[src/rtl/ctrl_pkg.sv]
// Shared definitions for the multi-cycle instruction controller.
// Holds the state enumeration, opcode constants and ALU-operation encodings.
package ctrl_pkg;

    typedef enum logic [2:0] {
        S_IDLE,
        S_DECODE,
        S_EXEC,
        S_MEM,
        S_WB
    } state_t;

    typedef enum logic [2:0] {
        C_RTYPE,
        C_LW,
        C_SW,
        C_BEQ,
        C_ADDI,
        C_J,
        C_ILL
    } iclass_t;

    localparam logic [5:0] OP_RTYPE = 6'b000000;
    localparam logic [5:0] OP_LW    = 6'b100011;
    localparam logic [5:0] OP_SW    = 6'b101011;
    localparam logic [5:0] OP_BEQ   = 6'b000100;
    localparam logic [5:0] OP_ADDI  = 6'b001000;
    localparam logic [5:0] OP_J     = 6'b000010;

    localparam logic [1:0] ALU_ADD   = 2'b00;
    localparam logic [1:0] ALU_SUB   = 2'b01;
    localparam logic [1:0] ALU_FUNCT = 2'b10;

    localparam int CNT_W = 8;

endpackage

[src/rtl/ctrl_decode.sv]
// Combinational decode: classifies the latched opcode and derives the
// datapath controls from the current controller state.
module ctrl_decode
    import ctrl_pkg::*;
#(
    parameter int OPCODE_W = 6,
    parameter int ALUOP_W  = 2
) (
    input  state_t              state,
    input  logic [OPCODE_W-1:0] opcode,
    output iclass_t             iclass,
    output logic                reg_dst,
    output logic                alu_src,
    output logic                mem_to_reg,
    output logic                reg_write,
    output logic                mem_read,
    output logic                mem_write,
    output logic                branch,
    output logic                jump,
    output logic [ALUOP_W-1:0]  alu_op
);

    always_comb begin
        iclass = C_ILL;
        case (opcode)
            OPCODE_W'(OP_RTYPE): iclass = C_RTYPE;
            OPCODE_W'(OP_LW):    iclass = C_LW;
            OPCODE_W'(OP_SW):    iclass = C_SW;
            OPCODE_W'(OP_BEQ):   iclass = C_BEQ;
            OPCODE_W'(OP_ADDI):  iclass = C_ADDI;
            OPCODE_W'(OP_J):     iclass = C_J;
            default:             iclass = C_ILL;
        endcase
    end

    // Illegal opcodes fall through every term below, so all controls stay 0.
    always_comb begin
        reg_dst    = (iclass == C_RTYPE) && (state == S_EXEC || state == S_WB);
        alu_src    = (iclass == C_LW || iclass == C_SW || iclass == C_ADDI)
                     && (state == S_EXEC);
        mem_to_reg = (iclass == C_LW) && (state == S_WB);
        reg_write  = (state == S_WB);
        mem_read   = (iclass == C_LW) && (state == S_MEM);
        mem_write  = (iclass == C_SW) && (state == S_MEM);
        branch     = (iclass == C_BEQ) && (state == S_EXEC);
        jump       = (iclass == C_J) && (state == S_DECODE);
        alu_op     = ALUOP_W'(ALU_ADD);
        if (state == S_EXEC) begin
            if (iclass == C_RTYPE)
                alu_op = ALUOP_W'(ALU_FUNCT);
            else if (iclass == C_BEQ)
                alu_op = ALUOP_W'(ALU_SUB);
        end
    end

endmodule

[src/rtl/mc_control.sv]
// Multi-cycle instruction controller: sequences IDLE/DECODE/EXEC/MEM/WB,
// bounds memory waits with a down-counter and flags illegal opcodes.
//
//   state  | meaning
//   IDLE   | ready for a new instruction, opcode latched on instr_valid
//   DECODE | latched opcode classified; j and illegal finish here
//   EXEC   | ALU operation; beq finishes here
//   MEM    | data memory access, waits on mem_ready up to MEM_TIMEOUT cycles
//   WB     | register write-back
module mc_control
    import ctrl_pkg::*;
#(
    parameter int OPCODE_W    = 6,
    parameter int ALUOP_W     = 2,
    parameter int MEM_TIMEOUT = 15
) (
    input  logic                clk,
    input  logic                rst_n,
    input  logic                instr_valid,
    input  logic [OPCODE_W-1:0] opcode,
    input  logic                mem_ready,
    output logic                instr_ready,
    output logic                RegDst,
    output logic                ALUSrc,
    output logic                MemtoReg,
    output logic                RegWrite,
    output logic                MemRead,
    output logic                MemWrite,
    output logic                Branch,
    output logic                Jump,
    output logic [ALUOP_W-1:0]  AluOP,
    output logic                stall,
    output logic                instr_done,
    output logic                illegal,
    output logic                mem_err
);

    state_t              state_q, state_d;
    logic [OPCODE_W-1:0] op_q;
    logic [CNT_W-1:0]    cnt_q, cnt_d;
    iclass_t             iclass;

    ctrl_decode #(
        .OPCODE_W (OPCODE_W),
        .ALUOP_W  (ALUOP_W)
    ) u_decode (
        .state      (state_q),
        .opcode     (op_q),
        .iclass     (iclass),
        .reg_dst    (RegDst),
        .alu_src    (ALUSrc),
        .mem_to_reg (MemtoReg),
        .reg_write  (RegWrite),
        .mem_read   (MemRead),
        .mem_write  (MemWrite),
        .branch     (Branch),
        .jump       (Jump),
        .alu_op     (AluOP)
    );

    always_ff @(posedge clk or negedge rst_n) begin
        if (!rst_n) begin
            state_q <= S_IDLE;
            op_q    <= '0;
            cnt_q   <= '0;
        end else begin
            state_q <= state_d;
            cnt_q   <= cnt_d;
            if (state_q == S_IDLE && instr_valid)
                op_q <= opcode;
        end
    end

    always_comb begin
        state_d    = state_q;
        cnt_d      = cnt_q;
        instr_done = 1'b0;
        mem_err    = 1'b0;
        case (state_q)
            S_IDLE: begin
                if (instr_valid)
                    state_d = S_DECODE;
            end
            S_DECODE: begin
                if (iclass == C_J) begin
                    instr_done = 1'b1;
                    state_d    = S_IDLE;
                end else if (iclass == C_ILL) begin
                    state_d = S_IDLE;
                end else begin
                    state_d = S_EXEC;
                end
            end
            S_EXEC: begin
                if (iclass == C_LW || iclass == C_SW) begin
                    state_d = S_MEM;
                    // Terminal count 0 marks the last permitted wait cycle.
                    cnt_d   = CNT_W'(MEM_TIMEOUT - 1);
                end else if (iclass == C_BEQ) begin
                    instr_done = 1'b1;
                    state_d    = S_IDLE;
                end else begin
                    state_d = S_WB;
                end
            end
            S_MEM: begin
                if (mem_ready) begin
                    if (iclass == C_LW) begin
                        state_d = S_WB;
                    end else begin
                        instr_done = 1'b1;
                        state_d    = S_IDLE;
                    end
                end else if (cnt_q == '0) begin
                    mem_err = 1'b1;
                    state_d = S_IDLE;
                end else begin
                    cnt_d = cnt_q - CNT_W'(1);
                end
            end
            S_WB: begin
                instr_done = 1'b1;
                state_d    = S_IDLE;
            end
            default: state_d = S_IDLE;
        endcase
    end

    assign illegal     = (state_q == S_DECODE) && (iclass == C_ILL);
    assign instr_ready = (state_q == S_IDLE);
    assign stall       = !instr_ready;

endmodule
[config.mk]
export PLATFORM = sky130hd
export DESIGN_NAME = mc_control
export DESIGN_NICKNAME = d
export VERILOG_FILES = /design/src/rtl/ctrl_pkg.sv /design/src/rtl/ctrl_decode.sv /design/src/rtl/mc_control.sv
export SDC_FILE = /design/constraint.sdc
export NUM_CORES = 1
export LEC_CHECK = 0
export CAP_MARGIN = 25
export CORE_AREA = 3 3 51 53
export CTS_CLUSTER_SIZE = 10
export DETAILED_ROUTE_END_ITERATION = 16
export DIE_AREA = 0 0 54 56
export GPL_TIMING_DRIVEN = 0
export PLACE_DENSITY = 0.8
export REMOVE_ABC_BUFFERS = 1
export SYNTH_ARGS = -nofsm -noshare
export SYNTH_HDL_FRONTEND = slang
export SYNTH_SLANG_ARGS = --single-unit
[constraint.sdc]
create_clock -name clk -period 2.4 [get_ports clk]
set_input_delay 0.48 -clock clk [delete_from_list [all_inputs] [get_ports clk]]
set_output_delay 0.48 -clock clk [all_outputs]
set_load 0.05 [all_outputs]
-- Word level (Yosys, flattened, before mapping)
Cells that the tools add are included.
- flip-flop bits (word level): 17
- input bits: 10
- logic and storage cells: 70
- add/sub/neg operators: 1
- eq/ne operators: 20
- muxes and demuxes: 26
- reduce and logical (&&, ||, !) cells: 20
- operators by type and width (operator ; count):
    2-to-1 mux 8 bit ; 3
    2-to-1 mux 3 bit ; 6
    case mux 3 bit (6 select lines) ; 1
    case mux 8 bit (2 select lines) ; 1
    == test 3 x 2 -> 1 bit, second input constant ; 4
    == test 3 bit, second input constant ; 4
    == test 6 bit, second input constant ; 2
    case mux 3 bit (4 select lines) ; 1
    logical AND 1 bit ; 9
    2-to-1 mux 1 bit ; 9
    zero test 8 bit ; 1
    2-to-1 mux 2 bit ; 4
    inequality test 2 bit, second input constant ; 4
    subtractor 8 x 1 -> 8 bit, second input constant ; 1
    == test 3 x 1 -> 1 bit, second input constant ; 2
    == test 6 x 2 -> 1 bit, second input constant ; 1
    == test 6 x 3 -> 1 bit, second input constant ; 1
    == test 6 x 4 -> 1 bit, second input constant ; 1
    zero test 3 bit ; 2
    zero test 6 bit ; 1
    case mux 1 bit (4 select lines) ; 1
    AND reduction 4 bit ; 1
    logical OR 1 bit ; 3
    inequality test 3 bit, second input constant ; 1
    3 further kinds ; 3

-- Longest topological paths before layout
Gate-level depths: netlist (run 1).
- word-level depth: 6
- gate-level depth with buffers: 5
- mapped depth without buffers: 5

-- Cells and area by module
From an unflattened synthesis (run 1), not the netlist that was laid out.
- cell total of the unflattened synthesis: 127
- area total of the unflattened synthesis: 1159.9 µm²
- modules (own cells, without submodules) (module ; times used ; cells each ; area each (µm²) ; sequential area each (µm²)):
    mc_control ; 1 ; 91 ; 949.7 ; 425.4
    ctrl_decode ; 1 ; 36 ; 210.2 ; 0.0

-- Worst setup path before layout (run 1)
No wires, ideal clock.
- path kind: reg2out
- start: reg state_q[1]
- end: out MemWrite
- arrival time: 2.460 ns
- data required time: 1.920 ns
- setup slack: -0.540 ns
- stages on the path, launching flop included: 4
- buffers on the path: 0
- path through: dfrtp_1 -> nor2b_1 -> nand2_1 -> nor4b_1
- cells in the longest elaborated chain, start to end: 2
- ends and longest elaborated chain (element ; line ; RTL):
    start: declaration ; mc_control.sv:38 ; state_t state_q, state_d;
    start signal: assignment ; mc_control.sv:67 ; state_q <= state_d;
    == test 3 x 2 -> 1 bit ; ctrl_decode.sv:44 ; mem_write = (iclass == C_SW) && (state == S_MEM);
    logical AND 1 bit ; ctrl_decode.sv:44 ;
    end: declaration ; mc_control.sv:28 ; output logic MemWrite,
Every way passes these cells.

-- Final worst setup path (run 1)
- start: reg op_q[4]
- end: out instr_done
- cells in the longest elaborated chain, start to end: 6
- elaborated cells between the ends (all ways): 18
- classes of those cells: eq/ne: 9; mux: 7; reduce/logical: 2
- ends and longest elaborated chain (element ; line ; RTL):
    start: declaration ; mc_control.sv:39 ; logic [OPCODE_W-1:0] op_q;
    start signal: assignment ; mc_control.sv:70 ; op_q <= opcode;
    == test 6 x 2 -> 1 bit (tied with other cells) ; ctrl_decode.sv:25 ; case (opcode)
    case mux 3 bit (6 select lines) * ; ctrl_decode.sv:25 ;
    == test 3 x 1 -> 1 bit (tied with other cells) ; mc_control.sv:95, mc_control.sv:108 ;
    2-to-1 mux 1 bit (tied with other cells) ; mc_control.sv:108 ; if (iclass == C_LW) begin
    2-to-1 mux 1 bit (on tied branches) ; mc_control.sv:107, mc_control.sv:95 ;
    case mux 1 bit (4 select lines) * ; mc_control.sv:79 ; case (state_q)
    end: declaration ; mc_control.sv:33 ; output logic instr_done,
Mark *: on every way between the ends. The rest lies on a longest branch, timed or not.

==> Implementation_results.wiki, run 1 <==
{| class="wikitable"
! Metric !! Value
|-
| Maximum capacitance violations || 0
|-
| Top fanout value on the critical path || 7
|-
| Height of the chip || 56 um
|-
| Type of destination of the critical path || primary output
|-
| Count of flip-flops with a built-in enable after synthesis || 0
|-
| Synth-to-Final Area Change || 31.2%
|-
| Storage cell area || 434 um^2
|-
| Average via count per standard cell || 5.79
|-
| CP max stage delay || 0.46 ns
|-
| Core area || 2190 um^2
|-
| Transition time of the tightest slew-check pin || 0.751 ns
|-
| Leakage power total || 0.549 nW
|-
| Max Transition Viols Final || 0
|-
| Result of the run || finished clean
|-
| Setup Viol. Count Final || 0
|-
| Required time worst endpoint || 1.92 ns
|-
| Count of pins on the block boundary || 25
|-
| Number of remaining DRC errors || 0
|-
| CTS H-tree depth || 1
|-
| Worst slack on hold paths || 0.550 ns
|-
| Unrepaired setup endpoints after global routing || yes
|-
| Count of input and output buffers || 24
|-
| Post-detailed-route wirelength per cell || about 15 um
|-
| Grt total ovfl || 0
|-
| Root buffer selected by CTS || clkbuf_4
|-
| Routability cong. || approximately 0.77
|-
| Kind of start point of the critical path || flop
|-
| Final Worst Setup Slack || 0.0150 ns
|-
| Number of placement rows || 17
|-
| Number of buffers created by CTS || 3
|-
| Post-synthesis instance area || between 1000 and 1500 um^2
|-
| Peak supply drop || 0.995 mV
|-
| Cell at the slowest stage of the critical path || dfrtp_2
|-
| Total global routing track utilization || 17.7%
|-
| Number of inserted filler cells in the final layout || 185
|-
| Initial core utilization || 48.0%
|-
| Distinct cell type count after synthesis || 40
|-
| Clock buffer depth || 2
|-
| Period minus WS final || roughly 2.4 ns
|-
| Antenna violations before repair || 0
|-
| Worst-Skew Late Latency || 0.30 ns
|-
| Share of post-route cells with drive strength above 1 || 26.1%
|-
| Category of the critical setup timing path || flop to primary output
|-
| Detailed Route Iter0 Violations || 21
|-
| Sum of routed wire length over all layers || 2530 um
|-
| Cell Pwr Density || 1060 nW/um^2
|-
| Die footprint || 3020 um^2
|-
| Post-layout nets || roughly 150
|-
| Maximum number of pins on one net before global-route repair || 18
|-
| Mean post-synth cell area || 9.15 um^2
|-
| Crit path arrival time || between 1.5 and 2 ns
|-
| Pre-CTS WS || -0.373 ns
|-
| Vias in the first global route || 911
|-
| Clock tree from TritonCTS || done
|-
| Sequential fraction of the synthesis area || 40.4%
|-
| Library cell with the largest summed area after synthesis || dfrtp_1
|-
| Ratio of final minimum period to clock period || 99.4%
|-
| Number of standard cells after synthesis || 115
|-
| Inserted Diodes || 0
|-
| Total of flip-flops plus latches after synthesis || 17
|-
| Die X || 54 um
|-
| Highest-count cells in the layout ignoring fill and taps || 10 x nor2_1, 10 x dfrtp_1, 9 x clkdlybuf4s50_1, 8 x buf_4
|-
| Number of detailed-routing iterations run before antenna repair || 4
|-
| Yosys Warn Count || 0
|-
| Wire length of the first global-routing pass || around 4000 um
|-
| Proportion of netlist area held by the largest area contributor || 40.4%
|-
| Register-to-register path setup slack || roughly 0.53 ns
|-
| CTS Sinks || 17
|-
| HPWL reported at the end of detailed placement || roughly 1900 um
|-
| Residual antenna-violating net count after detailed routing || 0
|-
| Via count || ~980
|-
| Final-report hold violation count || 0
|-
| Ys async rst share || 100%
|-
| Area contributors post-synth || dfrtp_1 40%, mux2_1 6.4%, nor2_1 4.3%
|-
| Largest clock skew in the final design || 0.00637 ns
|-
| Area used by multi-input combinational logic || approximately 640 um^2
|-
| Highest clock frequency the design can meet || 419 MHz
|-
| Clock-pin slew reported for the worst setup and hold paths after clock tree synthesis || between 0.1 and 0.15 ns
|-
| Critical path cell sequence || and4b_2 > nand2_1 > nand4_1 > or4b_1 > buf_6
|-
| Number of buffers added to fix hold violations after cts || 0
|-
| Prevailing post-synth register cell || dfrtp_1
|-
| Max transition margin || 49.8%
|-
| Hold Crit Class || flop to flop
|}
[Yosys cell counts (all sizes together), types with 2 or more instances]
cell type  instances
a211oi             2
a21oi              7
and3               4
clkbuf             2
dfrtp             17
inv                3
mux2               6
nand2              7
nand2b             2
nand3              5
nand4              3
nand4b             2
nor2              12
nor2b              4
nor3               5
nor4               4
nor4b              2
o21ai              4
o31ai              2
or3                2
or4                5
[where the power goes]
part,switching (mW),internal (mW)
Combinational,0.410,0.285
Sequential,0.203,0.403
Clock,0.102,0.0634
Total,0.714,0.752
[sequential cells by signal (all words and copies together), names as in the netlist]
signal and cells:
cnt_q 8, op_q 6, state_q 3
[layout make-up]
type                    count  share of cell area, %
multi-input cells          92                   46.5
repair buffers             26                   16.5
flip-flops and latches     17                   31.5
clock inverters             1                  0.544
well taps                  28                   2.54
inverters                   3                  0.816
clock buffers               3                   1.63
[critical path, delay by kind of cell (launching register included)]
kind,cells,cell delay [ns]
buffers and inverters,1,0.17
DFF,1,0.46
and+or+nand+nor,4,0.97
[metal layers]
metal,share of wire [%],routed length (um),vias up,track usage [%]
li1,-,-,488,-
met1,45,1130,470,24.9
met2,50,1270,24,26.8
met3,4.7,119,2,4.83
met4,0.47,12,0,3.56
met5,0,0,-,0
[timing repair]
item                                    in CTS  in global routing
setup buffers                                0                  2
endpoints found under the setup margin      15                 12
gates resized for setup                     68                 20
hold endpoints to repair                     0                  0
[logic make-up (layout without fill, tap and decap cells)]
family,count (synthesis),after routing,synth area share [%]
AO/OA/AOI/OAI,19,19,10.9
XOR/XNOR,1,1,0.832
adder cells (fa/ha/maj),1,1,1.19
buffers and inverters,6,33,2.50
flip-flops,17,17,40.4
multiplexers,7,7,7.37
AND/OR/NAND/NOR,64,64,36.7
[through the flow]
stage / total power [mW] / TNS [ns] / cell area, um^2 / util, % / std cells
2_1_floorplan: 1.03 / -3.49 / 1040 / - / 112
3_3_place_gp: 1.22 / -1.88 / 1310 / 59.9 / 164
3_5_place_dp: 1.24 / -2.18 / 1310 / 59.9 / 164
4_1_cts: 1.40 / 0 / 1350 / 61.6 / 168
5_1_grt: 1.58 / -0.136 / 1380 / 63.0 / 170
6_report: 1.47 / 0 / 1380 / 63.0 / 170
[final timing paths]
path                                from          to  cells past startpoint
worst max-delay path             op_q[4]  instr_done                      5
worst min-delay path            cnt_q[2]    cnt_q[2]                      1
min in group asynchronous          rst_n  state_q[1]                      1
worst max register to register  cnt_q[0]    cnt_q[7]                      4
worst min register to register  cnt_q[2]    cnt_q[2]                      1
max in group asynchronous          rst_n     op_q[0]                      1
Power figures use the tool's default switching activity.
==> run 2, diff against run 1 <==
Settings changed: CORE_AREA 3 3 51 53 to 3 3 53 55, DIE_AREA 0 0 54 56 to 0 0 56 58, PLACE_DENSITY 0.8 to 0.77.
Clock period 2.4 ns to 2.1 ns, I/O delays scaled along.
==> run 2 against run 1 <==
Against the previous run:
- sequential share of layout area decreased by 3.0 points
- worst setup slack lost 0.22 ns
- largest power group unchanged
- critical endpoint unchanged
- the run now ends with setup timing left
- final area increased by 11%
- largest cell class unchanged
==> Implementation_results.wiki, run 2 (synthesis results as in run 1) <==
{| class="wikitable"
! Metric !! Value
|-
| Result of the run || complete, but fails checks
|-
| Violations in the final reports || setup timing
|-
| Most flops, register || cnt_q
|-
| Hold Crit Class || flop to flop
|-
| Residual antenna-violating net count after detailed routing || 0
|-
| Root buffer selected by CTS || clkbuf_4
|-
| Number of detailed-routing iterations run before antenna repair || 4
|-
| Average via count per standard cell || 5.96
|-
| Worst reg-to-reg path cell count || 4
|-
| Vias in the first global route || 1,020
|-
| Setup TNS Final || -1.12 ns
|-
| Category of the critical setup timing path || flop to primary output
|-
| Wire length of the first global-routing pass || 4550 um
|-
| HPWL reported at the end of detailed placement || roughly 1900 um
|-
| Period minus WS final || 2.31 ns
|-
| Uppermost metal layer occupied by signal nets || met4
|-
| Height of the chip || 58 um
|-
| DRT met1 WL || 1200 um
|-
| Maximum capacitance violations || 0
|-
| Clock-pin slew reported for the worst setup and hold paths after clock tree synthesis || 0.11 ns
|-
| Post-detailed-route wirelength per cell || 15.7 um
|-
| Number of placement rows || 18
|-
| Placed cell area || approximately 1300 um^2
|-
| Category of cells accounting for the largest share of critical-path delay || simple AND/OR/NAND/NOR gates
|-
| CP max stage delay || 0.57 ns
|-
| Grt total ovfl || 0
|-
| Total global routing track utilization || 17.6%
|-
| Top fanout value on the critical path || 6
|-
| Post-route insts no fill || about 180
|-
| Area used by multi-input combinational logic || 697 um^2
|-
| Detailed Route Iter0 Violations || 27
|-
| Unrepaired setup endpoints after global routing || yes
|-
| Number of inserted filler cells in the final layout || 204
|-
| Count of input and output buffers || 24
|-
| Largest clock skew in the final design || 0.00942 ns
|-
| Core area || approximately 2400 um^2
|-
| Antenna violations before repair || 0
|-
| Share of post-route cells with drive strength above 1 || 37.6%
|-
| Routed length on met3 || 126 um
|-
| Crit path arrival time || approximately 1.9 ns
|-
| Max transition margin || 49.0%
|-
| Die footprint || 3250 um^2
|-
| Ratio of final minimum period to clock period || 110%
|-
| CTS Sinks || 17
|-
| Highest clock frequency the design can meet || 433 MHz
|-
| Inserted Diodes || 0
|-
| Number of buffers created by CTS || 3
|-
| Cell at the slowest stage of the critical path || or4_4
|-
| # placed instances || about 170
|-
| Utilization after layout || 62.7%
|-
| Highest-count cells in the layout ignoring fill and taps || 12 x buf_4, 10 x dfrtp_1, 9 x clkdlybuf4s50_1, 8 x nor2_1, 7 x dfrtp_2
|-
| Critical path buffer and inverter count || 1
|-
| Most common cell after layout, fill and taps aside || buf_4
|-
| Type of destination of the critical path || primary output
|-
| Via count || around 1,100
|-
| Clock buffer depth || 2
|-
| Pre-CTS WS || -0.592 ns
|-
| Transition time of the tightest slew-check pin || 0.763 ns
|-
| Final instance area || 1530 um^2
|-
| Max FFs per register || 8
|-
| Registers with the highest flip-flop counts || cnt_q x8, op_q x6, state_q x3
|-
| Kind of start point of the critical path || flop
|-
| Initial core utilization || 43.3%
|-
| Cell Pwr Density || between 1000 and 1500 nW/um^2
|-
| Setup Viol. Count Final || 7
|-
| Die X || 56 um
|-
| Worst-Skew Late Latency || just under 0.3 ns
|-
| Required time worst endpoint || 1.68 ns
|-
| Routability cong. || 0.924
|-
| Number of cells on the worst hold path || 1
|-
| Max Transition Viols Final || 0
|-
| Peak supply drop || 0.898 mV
|-
| DR WL met2 || about 1500 um
|-
| Number of remaining DRC errors || 0
|-
| Critical path cell sequence || or4_4 > nor2_4 > and3_4 > or4b_4 > buf_8
|-
| Storage cell area || 434 um^2
|-
| Clock tree from TritonCTS || done
|-
| Leakage power total || 0.610 nW
|-
| Maximum number of pins on one net before global-route repair || 18
|-
| Final-report hold violation count || 0
|-
| Final Worst Setup Slack || -0.210 ns
|-
| Count of cell instances traversed by the critical path || 5
|-
| Sum of routed wire length over all layers || 2810 um
|-
| Synth-to-Final Area Change || 44.9%
|-
| CTS H-tree depth || 1
|-
| Post-layout nets || roughly 160
|-
| Count of pins on the block boundary || 25
|}
## run 2: cell type report
| cell class | instances | area share (%) |
|---|---|---|
| tap | 30 | 2.46 |
| inverter | 3 | 0.738 |
| multi-input combinational | 92 | 45.7 |
| timing repair buffer | 33 | 20.8 |
| sequential | 17 | 28.5 |
| clock buffer | 3 | 1.48 |
| clock inverter | 1 | 0.328 |
## run 2: worst paths after layout
check                      startpoint    endpoint  slack (ns)
min reg2reg                  cnt_q[2]    cnt_q[2]        0.54
max reg2reg                  cnt_q[0]    cnt_q[7]        0.21
min                          cnt_q[2]    cnt_q[2]        0.54
max                           op_q[1]  instr_done       -0.21
max in group asynchronous       rst_n  state_q[2]        1.00
min in group asynchronous       rst_n    cnt_q[4]        0.57
## run 2: per-layer routing
metal	global-route usage (%)	vias to the layer above
li1	-	509
met1	22.3	532
met5	0	-
met3	2.90	2
met4	5.08	0
met2	30.9	24
## run 2: report_power, final
part / internal [mW] / total, mW / switching [mW]
Clock: 0.0707 / 0.174 / 0.103
Sequential: 0.460 / 0.700 / 0.240
Combinational: 0.426 / 0.957 / 0.531
## run 2: what timing repair did
action | CTS | global route
hold buffers | 0 | 0
setup endpoints to repair | 15 | 12
setup buffers | 6 | 3
gates cloned | 0 | 0
pin swaps | 2 | 4
resized for setup | 109 | 14
## run 2: through the flow
stage	hold slack [ns]	power (mW)
2_1_floorplan	0.124	1.17
3_3_place_gp	0.516	1.38
3_5_place_dp	0.527	1.42
4_1_cts	0.547	1.73
5_1_grt	0.588	1.95
6_report	0.544	1.83
## run 2: worst register-to-register path: cells and delay by family (launching register included)
kind / cells / cell delay, ns
compound gates: 1 / 0.17
flops: 1 / 0.45
simple gates: 3 / 1.21
